### src/rtl/pe_output_stage_if.sv
// Byte-write handshake from the PE output stage to the activation memory.
interface pe_output_stage_if #(
    parameter int addr_w = 11,
    parameter int data_w = 8
);
    logic              wr_valid;
    logic              wr_ready;
    logic [addr_w-1:0] wr_addr;
    logic [data_w-1:0] wr_data;

    modport master (output wr_valid, output wr_addr, output wr_data, input wr_ready);
    modport slave  (input wr_valid, input wr_addr, input wr_data, output wr_ready);
endinterface

### src/rtl/pe_output_stage.sv
// Captures a batch of PE accumulator lanes, applies ReLU / arithmetic shift / byte
// saturation, then streams the bytes to memory at a persistent, wrapping address.
module pe_output_stage #(
    parameter int log_n_add     = 3,
    parameter int log_bit_width = 3,
    parameter int log_rom_size  = 11
) (
    input  logic                                                   clk,
    input  logic                                                   rst,
    input  logic [(2**log_n_add)*(2**(log_bit_width+1))-1:0]       output_reuse,
    input  logic                                                   end_conv_layer,
    input  logic                                                   relu_en,
    input  logic [log_bit_width:0]                                 shift_amt,
    input  logic                                                   load_out_base,
    input  logic [log_rom_size-1:0]                                out_base_addr,
    pe_output_stage_if.master                                      wr,
    output logic                                                   busy,
    output logic                                                   done,
    output logic                                                   sat_flag,
    output logic                                                   overrun
);
    localparam int n_lanes    = 2**log_n_add;
    localparam int lane_w     = 2**(log_bit_width+1);
    localparam int byte_w     = 2**log_bit_width;
    localparam int byte_max_i = 2**(byte_w-1) - 1;

    localparam logic signed [lane_w-1:0] byte_max = lane_w'(byte_max_i);
    localparam logic signed [lane_w-1:0] byte_min = lane_w'(-byte_max_i - 1);
    localparam logic [log_n_add-1:0]     last_idx = '1;

    localparam logic [0:0] IDLE  = 1'b0;
    localparam logic [0:0] DRAIN = 1'b1;

    logic [0:0]              state;
    logic [log_n_add-1:0]    idx;
    logic [log_rom_size-1:0] ptr;
    logic [byte_w-1:0]       lane_buf  [n_lanes];
    logic [byte_w-1:0]       proc_byte [n_lanes];
    logic [n_lanes-1:0]      proc_sat;

    // Returns {saturated, byte}.
    function automatic logic [byte_w:0] proc_lane(
        input logic signed [lane_w-1:0] x,
        input logic                     relu,
        input logic [log_bit_width:0]   sh
    );
        logic signed [lane_w-1:0] v;
        v = (relu && (x < 0)) ? '0 : x;
        v = v >>> sh;
        if (v > byte_max)
            return {1'b1, byte_max[byte_w-1:0]};
        else if (v < byte_min)
            return {1'b1, byte_min[byte_w-1:0]};
        else
            return {1'b0, v[byte_w-1:0]};
    endfunction

    always_comb begin
        proc_sat = '0;
        for (int unsigned i = 0; i < n_lanes; i++) begin
            {proc_sat[i], proc_byte[i]} =
                proc_lane(output_reuse[i*lane_w +: lane_w], relu_en, shift_amt);
        end
    end

    always_ff @(posedge clk) begin
        if (rst) begin
            state    <= IDLE;
            idx      <= '0;
            ptr      <= '0;
            done     <= 1'b0;
            sat_flag <= 1'b0;
            overrun  <= 1'b0;
            for (int unsigned i = 0; i < n_lanes; i++)
                lane_buf[i] <= '0;
        end else begin
            done <= 1'b0;
            case (state)
                IDLE: begin
                    if (load_out_base) begin
                        ptr      <= out_base_addr;
                        sat_flag <= 1'b0;
                        overrun  <= 1'b0;
                    end
                    // A coincident capture still reports its own saturation after the clear.
                    if (end_conv_layer) begin
                        for (int unsigned i = 0; i < n_lanes; i++)
                            lane_buf[i] <= proc_byte[i];
                        idx   <= '0;
                        state <= DRAIN;
                        if (|proc_sat)
                            sat_flag <= 1'b1;
                    end
                end
                DRAIN: begin
                    if (end_conv_layer)
                        overrun <= 1'b1;
                    if (wr.wr_ready) begin
                        idx <= idx + 1'b1;
                        ptr <= ptr + 1'b1;
                        if (idx == last_idx) begin
                            state <= IDLE;
                            done  <= 1'b1;
                        end
                    end
                end
                default: state <= IDLE;
            endcase
        end
    end

    assign busy        = (state == DRAIN);
    assign wr.wr_valid = (state == DRAIN);
    assign wr.wr_addr  = ptr;
    assign wr.wr_data  = (state == DRAIN) ? lane_buf[idx] : '0;
endmodule

### src/flat_wrapper.sv
// flat-port wrapper written by rule: the top's interface ports become plain ports
module pe_output_stage_flat 
#(
    parameter int log_n_add     = 3,
    parameter int log_bit_width = 3,
    parameter int log_rom_size  = 11
)
  (clk, rst, output_reuse, end_conv_layer, relu_en, shift_amt, load_out_base, out_base_addr, busy, done, sat_flag, overrun, wr_wr_valid, wr_wr_addr, wr_wr_data, wr_wr_ready);
  pe_output_stage_if #(.addr_w(11), .data_w(8)) wr_i ();
  input  logic clk;
  input  logic rst;
  input  logic [(2**log_n_add)*(2**(log_bit_width+1))-1:0] output_reuse;
  input  logic end_conv_layer;
  input  logic relu_en;
  input  logic [log_bit_width:0] shift_amt;
  input  logic load_out_base;
  input  logic [log_rom_size-1:0] out_base_addr;
  output logic busy;
  output logic done;
  output logic sat_flag;
  output logic overrun;
  output wire logic [$bits(wr_i.wr_valid)-1:0] wr_wr_valid;
  output wire logic [$bits(wr_i.wr_addr)-1:0] wr_wr_addr;
  output wire logic [$bits(wr_i.wr_data)-1:0] wr_wr_data;
  input wire logic [$bits(wr_i.wr_ready)-1:0] wr_wr_ready;
  assign wr_wr_valid = wr_i.wr_valid;
  assign wr_wr_addr = wr_i.wr_addr;
  assign wr_wr_data = wr_i.wr_data;
  assign wr_i.wr_ready = wr_wr_ready;
  pe_output_stage #(.log_n_add(log_n_add), .log_bit_width(log_bit_width), .log_rom_size(log_rom_size)) u_core (.clk(clk), .rst(rst), .output_reuse(output_reuse), .end_conv_layer(end_conv_layer), .relu_en(relu_en), .shift_amt(shift_amt), .load_out_base(load_out_base), .out_base_addr(out_base_addr), .wr(wr_i), .busy(busy), .done(done), .sat_flag(sat_flag), .overrun(overrun));
endmodule
### config.mk
export PLATFORM = sky130hd
export DESIGN_NAME = pe_output_stage_flat
export DESIGN_NICKNAME = d
export VERILOG_FILES = /design/src/rtl/pe_output_stage_if.sv /design/src/rtl/pe_output_stage.sv /design/src/flat_wrapper.sv
export SDC_FILE = /design/constraint.sdc
export NUM_CORES = 1
export LEC_CHECK = 0
export CAP_MARGIN = 5
export CORE_MARGIN = 2
export CORE_UTILIZATION = 40
export DETAILED_ROUTE_END_ITERATION = 16
export DONT_BUFFER_PORTS = 1
export GPL_TIMING_DRIVEN = 0
export MAX_ROUTING_LAYER = met4
export SLEW_MARGIN = 20
export SYNTH_ARGS = -nofsm -noshare
export SYNTH_HDL_FRONTEND = slang
export SYNTH_SLANG_ARGS = --single-unit
### constraint.sdc
create_clock -name clk -period 4.28 [get_ports clk]
set_clock_uncertainty 0.2 [all_clocks]
set_input_delay 0.856 -clock clk [delete_from_list [all_inputs] [get_ports clk]]
set_output_delay 0.856 -clock clk [all_outputs]
set_load 0.05 [all_outputs]
==> results.cfg <==
[run_status]
outcome = finished, violations left
failed_checks = setup timing

[setup_path]
crit_chain = buf_2 > buf_2 > buf_2 > clkbuf_1 > clkbuf_1 > o21ai_0 > a2bb2oi_1 > o22ai_1
critPathMaxStageDelay_ns = 0.81
crit_top_cell = buf_2
critPathMaxFanout = 19
crit_required_ns = 4.14
end_kind = flip-flop
critPathArrivalTime_ns = 4.20
setup.worst_path.class = in2reg
crit_path_top_delay_cell = clkbuf_1
startpoint_type = primary input

[floorplan]
start_util_pct = 41.1
dieHeight_um = 162
dieArea_um2 = 26400
fp-row-count = 57
core_um2 = 24500
dieWidth_um = 162
pin_count = 173

[sta]
max_freq_ghz = 0.230
slew_headroom_pct = 32.3
tns_ns = -0.0640
period_share_pct = 101
rsz0062_at_grt = no
worst_pin_slew_ns = 1.01
setup_violations = 1
post-route-min-period_ns = 4.34
hold_violations = 0
final_max_slew_viol_count = 0
final.setup.worst_slack_ns = -0.0640

[power_and_ir_drop]
clkPwrFrac_pct = 24.2
power_switching_w = 0.00107
internal-power_w = 0.00175
sequentialPowerShare_pct = 36.7
vdd_drop_max_v = 0.000238
powerDensity_nw_per_um2 = 262
p_comb_share_pct = 39.1
leakagePower_nw = 3.78
p_sw_share_pct = 38.1

[synthesis]
synth_top_area_share_pct = 19.1
synth_compound_area_share_pct = 23.4
synth_top_cell_by_area = edfxtp_1
async_reset_ff_share_pct = 0
syn_avg_cell_area_um2 = 8.74
syn_inst = 1149
yosysSeqAreaShare_pct = 23.3
syn-num-nets = 1301
synthAdderAreaFrac_pct = 0.374
yosys.area_share.simple_pct = 18.2
synthFlopType = edfxtp_1
yosys.area_share.xor_xnor_pct = 0.0872
synth_top_family_by_area = multiplexers
synthTopCellsByArea = edfxtp_1 19%, mux4_2 13%, mux2i_1 7.5%
ys_warn_count = 0
synth_mux_area_share_pct = 28.1
synth-edff-count = 64
synth_area_um2 = 10000
ys_types = 81
ys_seq_elements = 85

[clock_network]
holdBufCountCts = 0
cts_sinks = 85
root_buffer = clkbuf_16
cts_tree = built
cts_made_buffers = 9
path_clk_slew_ns = 0.06
clock_latency_ns = 0.33
cts.path.max_buffers = 2
htreeDepth = 3

[drt]
vias = 10482
drt_first_pass_iters = 8
via_per_inst = 7.03
ant_nets = 0
drt-initial-drc-count = 1273
drc = 0
wl_per_cell_um = 32.5
wirelength_um = 48400

[placement]
portBuffers = 0
dpl.cell_count = 1474
gp_congestion = 1.07
place_hpwl_um = 38000

[cells_and_area]
layout_common_cells = 113 x nand2_1, 93 x a21oi_1, 86 x nor2_1
utilization_pct = 44.0
stdcell_count = 1492
final_common_cell = nand2_1
area_growth_pct = 7.19
fill_cells = 2472
fin_nets = 1312
drive_gt1_share_pct = 16.1

[global_routing]
grt_usage_pct = 37.4
overflow = 0
grt_max_degree = 54
grt_pass1_wl_um = 69100
antenna_found_initial = 3
first_global_vias = 10100

[flow_run]
maxCapViolations = 0

[worst_hold_path]
min_path_type = reg2reg
repair_timing:
| item | in CTS | in global routing |
|---|---|---|
| resized for setup | 2 | 8 |
| endpoints found under the setup margin | 41 | 10 |
| buffers inserted | 0 | 0 |
cell type report:
| class | instances | area, µm² | area share [%] |
|---|---|---|---|
| clock inverter | 5 | 27.5 | 0.256 |
| multi-input combinational | 934 | 7060 | 65.6 |
| clock buffer | 11 | 233 | 2.16 |
| timing repair buffer | 1 | 27.5 | 0.256 |
| tap | 324 | 405 | 3.76 |
| inverter | 12 | 45.0 | 0.418 |
| antenna | 3 | 7.51 | 0.0697 |
| buffer | 117 | 617 | 5.73 |
| sequential | 85 | 2340 | 21.8 |
synthesized netlist by cell type (all sizes together) (9+ instances only):
library cell,count
nand2,114
a21oi,93
nor2,87
o21ai,76
mux2i,75
mux4,65
clkbuf,64
edfxtp,64
buf,54
mux2,51
nor3,49
nand3,41
a211oi,31
a31oi,26
o211ai,25
dfxtp,21
and2,18
o22ai,15
nand2b,12
inv,11
o221ai,11
o31ai,11
nor4,9
routing by layer:
| metal | vias up | part of all wire [%] | GRT usage, % |
|---|---|---|---|
| met1 | 5011 | 40 | 47.4 |
| met2 | 799 | 43 | 55.3 |
| met5 | - | 0 | - |
| met4 | 0 | 4.6 | 15.6 |
| met3 | 136 | 12 | 11.5 |
| li1 | 4536 | - | - |
registers in the layout (all words and copies together) (netlist names), named ones only:
| register | flops |
|---|---|
| u_core.done | 1 |
| u_core.lane_buf | 64 |
| u_core.idx | 3 |
| u_core.wr.wr_addr | 11 |
| u_core.sat_flag | 1 |
| u_core.overrun | 1 |
| u_core.busy | 1 |
cell families (layout without fill, tap and decap cells):
logic type      Yosys count  after routing
compound gates          360            360
xor+xnor                  1              1
fa+ha+maj                 3              3
buf+inv                 130            146
flops                    85             85
mux                     191            191
other cells               0              3
simple gates            379            379
worst max-delay path, delay by kind of cell:
| kind | cells | cell delay, ns |
|---|---|---|
| AOI/OAI and AO/OA | 3 | 0.83 |
| buffers and inverters | 5 | 2.51 |
power groups by stage:
stage          Combinational, W  Sequential (W)  Clock (W)
3_5_place_dp            0.00105         0.00105          0
5_1_grt                 0.00116         0.00104   0.000722
4_1_cts                 0.00106         0.00104   0.000691
3_3_place_gp            0.00106         0.00105          0
2_1_floorplan          0.000727         0.00104          0
6_report                0.00110         0.00103   0.000683
through the flow:
| step | instance area [µm²] | hold slack [ns] | power [W] | setup slack, ns |
|---|---|---|---|---|
| 2_1_floorplan | 10000 | 0.296 | 0.00177 | 0.918 |
| 3_3_place_gp | 10500 | 0.326 | 0.00211 | -0.965 |
| 3_5_place_dp | 10500 | 0.334 | 0.00211 | -0.900 |
| 4_1_cts | 10800 | 0.347 | 0.00278 | 0.0371 |
| 5_1_grt | 10800 | 0.379 | 0.00292 | 0.0456 |
| 6_report | 10800 | 0.349 | 0.00282 | -0.0640 |
path summary, 6_finish.rpt:
| check | from | endpoint | slack [ns] | cells after the start |
|---|---|---|---|---|
| worst max-delay path | shift_amt[2] | u_core.lane_buf[6][5] | -0.06 | 8 |
| worst min-delay path | u_core.idx[0] | flip-flop | 0.35 | 2 |
| worst max register to register | u_core.busy | u_core.lane_buf[5][5] | 1.82 | 5 |
| worst min register to register | u_core.idx[0] | flip-flop | 0.35 | 2 |
Note: power is estimated with default switching activity, not from simulation.
